## src/rtl/dac_pacer_pkg.sv

```systemverilog
// Shared types and helpers for the DAC sample pacer.
//  pair_t     : one sample pair, channel 1 in the upper half, channel 0 in the lower half
//  pace_st_t  : pacing FSM states (IDLE = no pair on the outputs, PEND = pair being consumed)
//  sat_inc    : saturating increment used by the statistics counters
package dac_pacer_pkg;

    localparam int DATA_WIDTH = 14;

    typedef struct packed {
        logic [DATA_WIDTH-1:0] d1;
        logic [DATA_WIDTH-1:0] d0;
    } pair_t;

    typedef enum logic {
        IDLE = 1'b0,
        PEND = 1'b1
    } pace_st_t;

    // Returns val+1, but never exceeds max_val.
    function automatic logic [31:0] sat_inc(input logic [31:0] val, input logic [31:0] max_val);
        logic [31:0] res;
        if (val >= max_val) begin
            res = max_val;
        end else begin
            res = val + 32'd1;
        end
        return res;
    endfunction

endpackage

```

## src/rtl/dac_pacer_fifo.sv

```systemverilog
// Single-clock FIFO of sample pairs with a registered, show-ahead read port.
// The head entry is always present on pop_data while the FIFO is non-empty;
// an entry pushed into an empty FIFO appears on pop_data the following cycle.
// Ports:
//  clk, reset  : clock and synchronous active-high reset (flushes pointers/level)
//  push, push_data : write request and pair (ignored when full)
//  pop         : advance to the next entry (ignored when empty)
//  pop_data    : current head entry
//  full, empty : status flags
//  level       : number of stored pairs, 0..2**FIFO_AW
module dac_pacer_fifo
    import dac_pacer_pkg::*;
#(
    parameter int FIFO_AW = 6
) (
    input  logic             clk,
    input  logic             reset,
    input  logic             push,
    input  pair_t            push_data,
    input  logic             pop,
    output pair_t            pop_data,
    output logic             full,
    output logic             empty,
    output logic [FIFO_AW:0] level
);

    localparam logic [FIFO_AW:0]   DEPTH   = {1'b1, {FIFO_AW{1'b0}}};
    localparam logic [FIFO_AW:0]   LVL_ONE = {{FIFO_AW{1'b0}}, 1'b1};
    localparam logic [FIFO_AW-1:0] PTR_ONE = {{(FIFO_AW-1){1'b0}}, 1'b1};

    pair_t              mem [2**FIFO_AW];
    logic [FIFO_AW-1:0] wr_ptr_q, wr_ptr_d;
    logic [FIFO_AW-1:0] rd_ptr_q, rd_ptr_d;
    logic [FIFO_AW:0]   level_q, level_d;
    pair_t              rd_data_q, rd_data_d;
    logic               push_ok_s, pop_ok_s;

    // Pointer, level and head-register next-state logic.
    always_comb begin
        push_ok_s = push && (level_q != DEPTH);
        pop_ok_s  = pop && (level_q != {(FIFO_AW+1){1'b0}});

        if (push_ok_s) begin
            wr_ptr_d = wr_ptr_q + PTR_ONE;
        end else begin
            wr_ptr_d = wr_ptr_q;
        end

        if (pop_ok_s) begin
            rd_ptr_d = rd_ptr_q + PTR_ONE;
        end else begin
            rd_ptr_d = rd_ptr_q;
        end

        case ({push_ok_s, pop_ok_s})
            2'b10:   level_d = level_q + LVL_ONE;
            2'b01:   level_d = level_q - LVL_ONE;
            default: level_d = level_q;
        endcase

        // The new head is being written this very cycle only when the FIFO is
        // (or becomes) empty, so forward the write data around the array.
        if (push_ok_s && (wr_ptr_q == rd_ptr_d)) begin
            rd_data_d = push_data;
        end else begin
            rd_data_d = mem[rd_ptr_d];
        end
    end

    // Storage array write port; left unreset so it maps onto RAM.
    always_ff @(posedge clk) begin
        if (push_ok_s) begin
            mem[wr_ptr_q] <= push_data;
        end
    end

    // Control registers and registered head entry.
    always_ff @(posedge clk) begin
        if (reset) begin
            wr_ptr_q  <= {FIFO_AW{1'b0}};
            rd_ptr_q  <= {FIFO_AW{1'b0}};
            level_q   <= {(FIFO_AW+1){1'b0}};
            rd_data_q <= {(2*DATA_WIDTH){1'b0}};
        end else begin
            wr_ptr_q  <= wr_ptr_d;
            rd_ptr_q  <= rd_ptr_d;
            level_q   <= level_d;
            rd_data_q <= rd_data_d;
        end
    end

    assign pop_data = rd_data_q;
    assign level    = level_q;
    assign full     = (level_q == DEPTH);
    assign empty    = (level_q == {(FIFO_AW+1){1'b0}});

endmodule

```

## src/rtl/dac_sample_pacer.sv

```systemverilog
// Dual-channel sample buffer and rate pacer feeding the AD56x3 DAC driver.
// Buffers sample pairs in a FIFO and releases exactly one pair per programmable
// period as simultaneous srcValid0/srcValid1 beats; reports FIFO level and
// saturating underrun / late-tick counts.
// Ports:
//  clk, reset          : clock, synchronous active-high reset
//  enable, rateDiv     : pacing enable; tick every rateDiv+1 cycles
//  clrStat             : zero underrunCnt and lateCnt (wins over an increment)
//  snkValid/snkData0/snkData1/snkRdy : pair input handshake
//  srcValidN/srcDataN/srcRdyN        : per-channel output handshake to the DAC driver
//  fillLevel, underrunCnt, lateCnt   : status
// Build option: DAC_PACER_UNDERRUN_HOLD_EN -- when defined, an underrun tick
// re-presents the last output pair (0/0 if none has been sent yet).
module dac_sample_pacer #(
    parameter int DATA_WIDTH = 14,
    parameter int FIFO_AW    = 6,
    parameter int CNT_WIDTH  = 16
) (
    input  logic                  clk,
    input  logic                  reset,
    input  logic                  enable,
    input  logic [CNT_WIDTH-1:0]  rateDiv,
    input  logic                  clrStat,
    input  logic                  snkValid,
    input  logic [DATA_WIDTH-1:0] snkData0,
    input  logic [DATA_WIDTH-1:0] snkData1,
    output logic                  snkRdy,
    output logic                  srcValid0,
    output logic [DATA_WIDTH-1:0] srcData0,
    input  logic                  srcRdy0,
    output logic                  srcValid1,
    output logic [DATA_WIDTH-1:0] srcData1,
    input  logic                  srcRdy1,
    output logic [FIFO_AW:0]      fillLevel,
    output logic [CNT_WIDTH-1:0]  underrunCnt,
    output logic [CNT_WIDTH-1:0]  lateCnt
);
    import dac_pacer_pkg::*;

    localparam logic [CNT_WIDTH-1:0] CNT_ZERO = {CNT_WIDTH{1'b0}};
    localparam logic [CNT_WIDTH-1:0] CNT_ONE  = {{(CNT_WIDTH-1){1'b0}}, 1'b1};
    localparam logic [CNT_WIDTH-1:0] CNT_MAX  = {CNT_WIDTH{1'b1}};

    logic [CNT_WIDTH-1:0] cnt_q, cnt_d;
    logic [CNT_WIDTH-1:0] rate_q, rate_d;
    logic [CNT_WIDTH-1:0] underrun_q, underrun_d;
    logic [CNT_WIDTH-1:0] late_q, late_d;
    pace_st_t             state_q, state_d;
    logic                 valid0_q, valid0_d;
    logic                 valid1_q, valid1_d;
    pair_t                out_q, out_d;

    logic                 tick_s, pop_s, push_s;
    logic                 underrun_inc_s, late_inc_s;
    logic                 fifo_full_s, fifo_empty_s;
    pair_t                push_pair_s, fifo_head_s;
    logic [FIFO_AW:0]     level_s;

    assign push_pair_s.d0 = snkData0;
    assign push_pair_s.d1 = snkData1;
    assign push_s         = snkValid && !fifo_full_s;

    dac_pacer_fifo #(
        .FIFO_AW (FIFO_AW)
    ) u_fifo (
        .clk       (clk),
        .reset     (reset),
        .push      (push_s),
        .push_data (push_pair_s),
        .pop       (pop_s),
        .pop_data  (fifo_head_s),
        .full      (fifo_full_s),
        .empty     (fifo_empty_s),
        .level     (level_s)
    );

    // Tick counter; the period register only reloads at a wrap (or while idle)
    // so a rateDiv change never truncates or stretches the running period oddly.
    always_comb begin
        if (!enable) begin
            cnt_d  = CNT_ZERO;
            rate_d = rateDiv;
            tick_s = 1'b0;
        end else if (cnt_q == rate_q) begin
            cnt_d  = CNT_ZERO;
            rate_d = rateDiv;
            tick_s = 1'b1;
        end else begin
            cnt_d  = cnt_q + CNT_ONE;
            rate_d = rate_q;
            tick_s = 1'b0;
        end
    end

    // Pacing FSM: one pair per tick, both channels released together.
    always_comb begin
        state_d        = state_q;
        valid0_d       = valid0_q;
        valid1_d       = valid1_q;
        out_d          = out_q;
        pop_s          = 1'b0;
        underrun_inc_s = 1'b0;
        late_inc_s     = 1'b0;
        case (state_q)
            IDLE: begin
                if (tick_s && !fifo_empty_s) begin
                    pop_s    = 1'b1;
                    out_d    = fifo_head_s;
                    valid0_d = 1'b1;
                    valid1_d = 1'b1;
                    state_d  = PEND;
                end else if (tick_s) begin
                    underrun_inc_s = 1'b1;
`ifdef DAC_PACER_UNDERRUN_HOLD_EN
                    valid0_d = 1'b1;
                    valid1_d = 1'b1;
                    state_d  = PEND;
`else
                    state_d  = IDLE;
`endif
                end else begin
                    state_d = IDLE;
                end
            end
            PEND: begin
                if (valid0_q && srcRdy0) begin
                    valid0_d = 1'b0;
                end else begin
                    valid0_d = valid0_q;
                end
                if (valid1_q && srcRdy1) begin
                    valid1_d = 1'b0;
                end else begin
                    valid1_d = valid1_q;
                end
                // Leave PEND in the cycle the last outstanding channel is taken.
                if (!valid0_d && !valid1_d) begin
                    state_d = IDLE;
                end else begin
                    state_d = PEND;
                end
                // Any tick seen here is dropped, even one coinciding with completion.
                if (tick_s) begin
                    late_inc_s = 1'b1;
                end else begin
                    late_inc_s = 1'b0;
                end
            end
            default: begin
                state_d  = IDLE;
                valid0_d = 1'b0;
                valid1_d = 1'b0;
            end
        endcase
    end

    // Statistics counters: clear has priority over a coincident increment.
    always_comb begin
        if (clrStat) begin
            underrun_d = CNT_ZERO;
        end else if (underrun_inc_s) begin
            underrun_d = CNT_WIDTH'(sat_inc(32'(underrun_q), 32'(CNT_MAX)));
        end else begin
            underrun_d = underrun_q;
        end
        if (clrStat) begin
            late_d = CNT_ZERO;
        end else if (late_inc_s) begin
            late_d = CNT_WIDTH'(sat_inc(32'(late_q), 32'(CNT_MAX)));
        end else begin
            late_d = late_q;
        end
    end

    // State, output and statistics registers.
    always_ff @(posedge clk) begin
        if (reset) begin
            cnt_q      <= CNT_ZERO;
            rate_q     <= rateDiv;
            underrun_q <= CNT_ZERO;
            late_q     <= CNT_ZERO;
            state_q    <= IDLE;
            valid0_q   <= 1'b0;
            valid1_q   <= 1'b0;
            out_q      <= {(2*DATA_WIDTH){1'b0}};
        end else begin
            cnt_q      <= cnt_d;
            rate_q     <= rate_d;
            underrun_q <= underrun_d;
            late_q     <= late_d;
            state_q    <= state_d;
            valid0_q   <= valid0_d;
            valid1_q   <= valid1_d;
            out_q      <= out_d;
        end
    end

    assign snkRdy      = !fifo_full_s;
    assign srcValid0   = valid0_q;
    assign srcValid1   = valid1_q;
    assign srcData0    = out_q.d0;
    assign srcData1    = out_q.d1;
    assign fillLevel   = level_s;
    assign underrunCnt = underrun_q;
    assign lateCnt     = late_q;

endmodule
```

## config.mk

```make
export PLATFORM = sky130hd
export DESIGN_NAME = dac_sample_pacer
export DESIGN_NICKNAME = d
export VERILOG_FILES = /design/src/rtl/dac_pacer_pkg.sv /design/src/rtl/dac_pacer_fifo.sv /design/src/rtl/dac_sample_pacer.sv
export SDC_FILE = /design/constraint.sdc
export NUM_CORES = 2
export LEC_CHECK = 0
export BUFFER_PORTS_ARGS = -buffer_cell sky130_fd_sc_hd__buf_2
export CORE_ASPECT_RATIO = 1.2
export CORE_MARGIN = 2
export CORE_UTILIZATION = 50
export DETAILED_ROUTE_END_ITERATION = 16
export GPL_TIMING_DRIVEN = 0
export PLACE_DENSITY = 0.66
export SLEW_MARGIN = 0
export SYNTH_ARGS = -nofsm -noshare
export SYNTH_HDL_FRONTEND = slang
export SYNTH_SLANG_ARGS = --single-unit
export TNS_END_PERCENT = 1
```

## constraint.sdc

```tcl
create_clock -name clk -period 7.4 [get_ports clk]
set_input_delay 0.74 -clock clk [delete_from_list [all_inputs] [get_ports clk]]
set_output_delay 0.74 -clock clk [all_outputs]
set_load 0.01 [all_outputs]
```

==> flow_summary.yaml <==
run_status:
  status: "finished with violations"
  violations: "capacitance limit, slew limit"
logic_synthesis:
  synth_top_area_share_pct: 72.0
  synth_top_flop_cell: "edfxtp_1"
  synth.distinct_cells: 64
  synth-seq-cells: 1934
  synth_common_cells: "1808 x edfxtp_1, 866 x nand2_1, 393 x a21oi_1, 245 x and3_1, 231 x a211oi_1"
  yosys.area.top_type: "edfxtp_1"
  synth_area_um2: 75400
  synthCells: 5201
  synth_nets: 5260
  ys_async_sr_fraction_pct: 0
  yosysMostFrequentCell: "edfxtp_1"
  ys_seq_area_share_pct: 75.3
  yosysWarnings: 0
  synth-edff-count: 1808
  syn-mean-instance-area_um2: 14.5
  synth_area_leaders: "edfxtp_1 72%, nand2_1 4.3%, dfxtp_1 3.3%"
timing:
  period_minus_slack_ns: 6.25
  finalHoldViolCount: 0
  slew_headroom_pct: -17.1
  finalSetupViolCount: 0
  max_freq_mhz: 160
  fin_crit_sh_pct: 84.5
  fin_skew_ns: 0.0381
  finalSetupTns_ns: 0
  rsz0062_at_grt: "false"
  slew_violations: 77
  tightestPinTransition_ns: 1.73
  fin_ws_ns: 1.15
floorplan:
  die-area_um2: 154000
  die_w_um: 359
  core_um2: 150000
  io_pins: 121
  rows: 156
  initial_core_util_pct: 50.2
  die_h_um: 430
detailed_routing:
  num_vias: 48400
  avgViaCountPerCell: 6.29
  first_pass_iters: 8
  drc: 0
  wire_per_inst_um: 29.5
  wl_um: 227000
  drt_iter0_markers: 6735
  drtAntennaViolNets: 0
critical_path:
  cp_cell_sequence: "xor2_1 > nor4_2 > nand4_2 > o21ai_2 > a211o_1 > buf_2 > clkbuf_1 > a211oi_1 > nor4_1 > o22ai_1 > nor4b_1 > a221o_1"
  cp.required_ns: 8.16
  slowest_delay_ns: 1.45
  critPathCaptureType: "register"
  setup.worst_path.start_class: "register"
  arrival_ns: 7.01
  path_class: "reg2reg"
  cp_max_fo: 10
  slowest_stage: "nor4b_1"
place:
  post-place-cells: 7350
  globalplace.congestion: 0.938
  portBuffers: 119
  post-place-ws_ns: 1.49
  post-dp-hpwl_um: 148000
cts:
  clock-sinks: 1934
  cts_buffer_depth: 3
  postCtsHoldBufs: 0
  cts.clk_slew.worst_paths_ns: 0.06
  cts_setup_buffers: 0
  clock_latency_ns: 0.85
  cts-buffers-inserted: 185
  htree_levels: 4
  ctsResizeCount: 0
  cts_tree: "done"
  cts_root_buffer: "clkbuf_16"
power_and_ir_drop:
  ir_worst_vdd_uv: 218
  power_density_nw_per_um2: 253
  total_leakage_power_nw: 29.6
  power_mw: 21.9
min_path:
  hold_class: "in2reg"
global_route:
  grt_pass1_vias: 46500
  grt_usage_pct: 29.1
  grt_max_degree: 66
  grt_pass1_wl_um: 321000
  grt_antenna_before_repair: 11
  gr-total-overflow: 0
final_layout:
  fill_cells: 11600
  drive_above_1_share_pct: 11.7
  fin_cells: 7694
  area_delta_synth_final_pct: 14.4
  nNetsFinal: 5621
flow_run:
  max_cap_viol_count: 7
[metal layers]
layer  share of wire [%]  vias to the layer above  track usage [%]  wire, um
met4                 5.6                       10             14.8     12800
li1                    -                    20800                -         -
met2                  47                     2875             46.0    106000
met1                  37                    24100             38.1     84500
met5               0.027                        -                0        61
met3                  10                      556             6.24     23500
[placed cells by master, fill, tap and decap left out, types with 17 or more instances in the layout]
cell / instances
edfxtp_1: 1808
nand2_1: 866
a21oi_1: 393
and3_1: 245
clkbuf_1: 237
a211oi_1: 231
buf_2: 218
clkbuf_16: 187
mux2i_1: 172
a32oi_1: 166
nand3_1: 145
dfxtp_1: 126
a22oi_1: 108
nor2_1: 75
nor2_4: 64
nor4_1: 59
a31oi_1: 55
xor2_1: 50
buf_12: 42
clkinv_1: 41
buf_1: 34
clkinv_2: 33
buf_4: 32
o22ai_1: 29
nor3b_1: 28
a221o_1: 27
xnor2_1: 18
nor4b_1: 17
[registers in the layout (all words and copies together) (netlist names), 7 cells and up]
signal and count:
underrunCnt 16, cnt_q 16, u_fifo.mem 1792, u_fifo.pop_data 28, rate_q 16, srcData0 14
srcData1 14, u_fifo.level 7, lateCnt 16
[path summary, 6_finish.rpt]
kind / from / end / slack [ns] / cells after the start
worst min-delay path: rateDiv[7] / rate_q[7] / 0.07 / 1
worst max-delay path: rate_q[5] / u_fifo.pop_data[3] / 1.15 / 12
worst min register to register: u_fifo.pop_data[2] / srcData0[2] / 0.44 / 2
worst max register to register: rate_q[5] / u_fifo.pop_data[3] / 1.15 / 12
[worst max-delay path: cells and delay by family (launching register included)]
family	cells	cell delay [ns]
flops	1	0.40
buf+inv	2	0.98
xor+xnor	1	0.18
compound gates	5	1.69
simple gates	4	2.91
[power breakdown]
group / switching, mW / internal (mW)
sequential: 0.0185 / 12.0
clock: 4.16 / 5.22
combinational: 0.359 / 0.0839
total: 4.54 / 17.3
[metrics by stage]
step / util [%] / instance area, um^2 / hold WS (ns)
final: 57.4 / 86300 / 0.0749
after global routing: 57.4 / 86300 / 0.0507
after CTS: 57.4 / 86200 / 0.0296
after detailed placement: 53.4 / 80200 / 0.432
after global placement: 52.2 / 78500 / 0.430
after floorplan: - / 75400 / 0.422
[cells by family (layout without fill, tap and decap cells)]
| kind of cell | count (synthesis) | count (layout) | share of synthesized area (%) |
|---|---|---|---|
| AO/OA/AOI/OAI | 1049 | 1049 | 9.37 |
| XOR/XNOR | 68 | 68 | 0.789 |
| adder cells (fa/ha/maj) | 8 | 8 | 0.133 |
| buffers and inverters | 379 | 892 | 2.23 |
| flip-flops | 1934 | 1934 | 75.3 |
| multiplexers | 172 | 172 | 2.28 |
| other | 0 | 5 | 0 |
| AND/OR/NAND/NOR | 1591 | 1591 | 9.88 |
[layout make-up]
cell class / instances / area (um^2) / area share [%]
sequential: 1934 / 56800 / 65.9
multi-input combinational: 2888 / 17500 / 20.3
clock buffer: 231 / 4860 / 5.64
tap: 1975 / 2470 / 2.86
timing repair buffer: 174 / 1850 / 2.14
buffer: 370 / 1650 / 1.91
clock inverter: 108 / 1090 / 1.27
inverter: 9 / 33.8 / 0.0392
antenna: 5 / 12.5 / 0.0145
No activity file was read; power rests on OpenSTA's default activity.
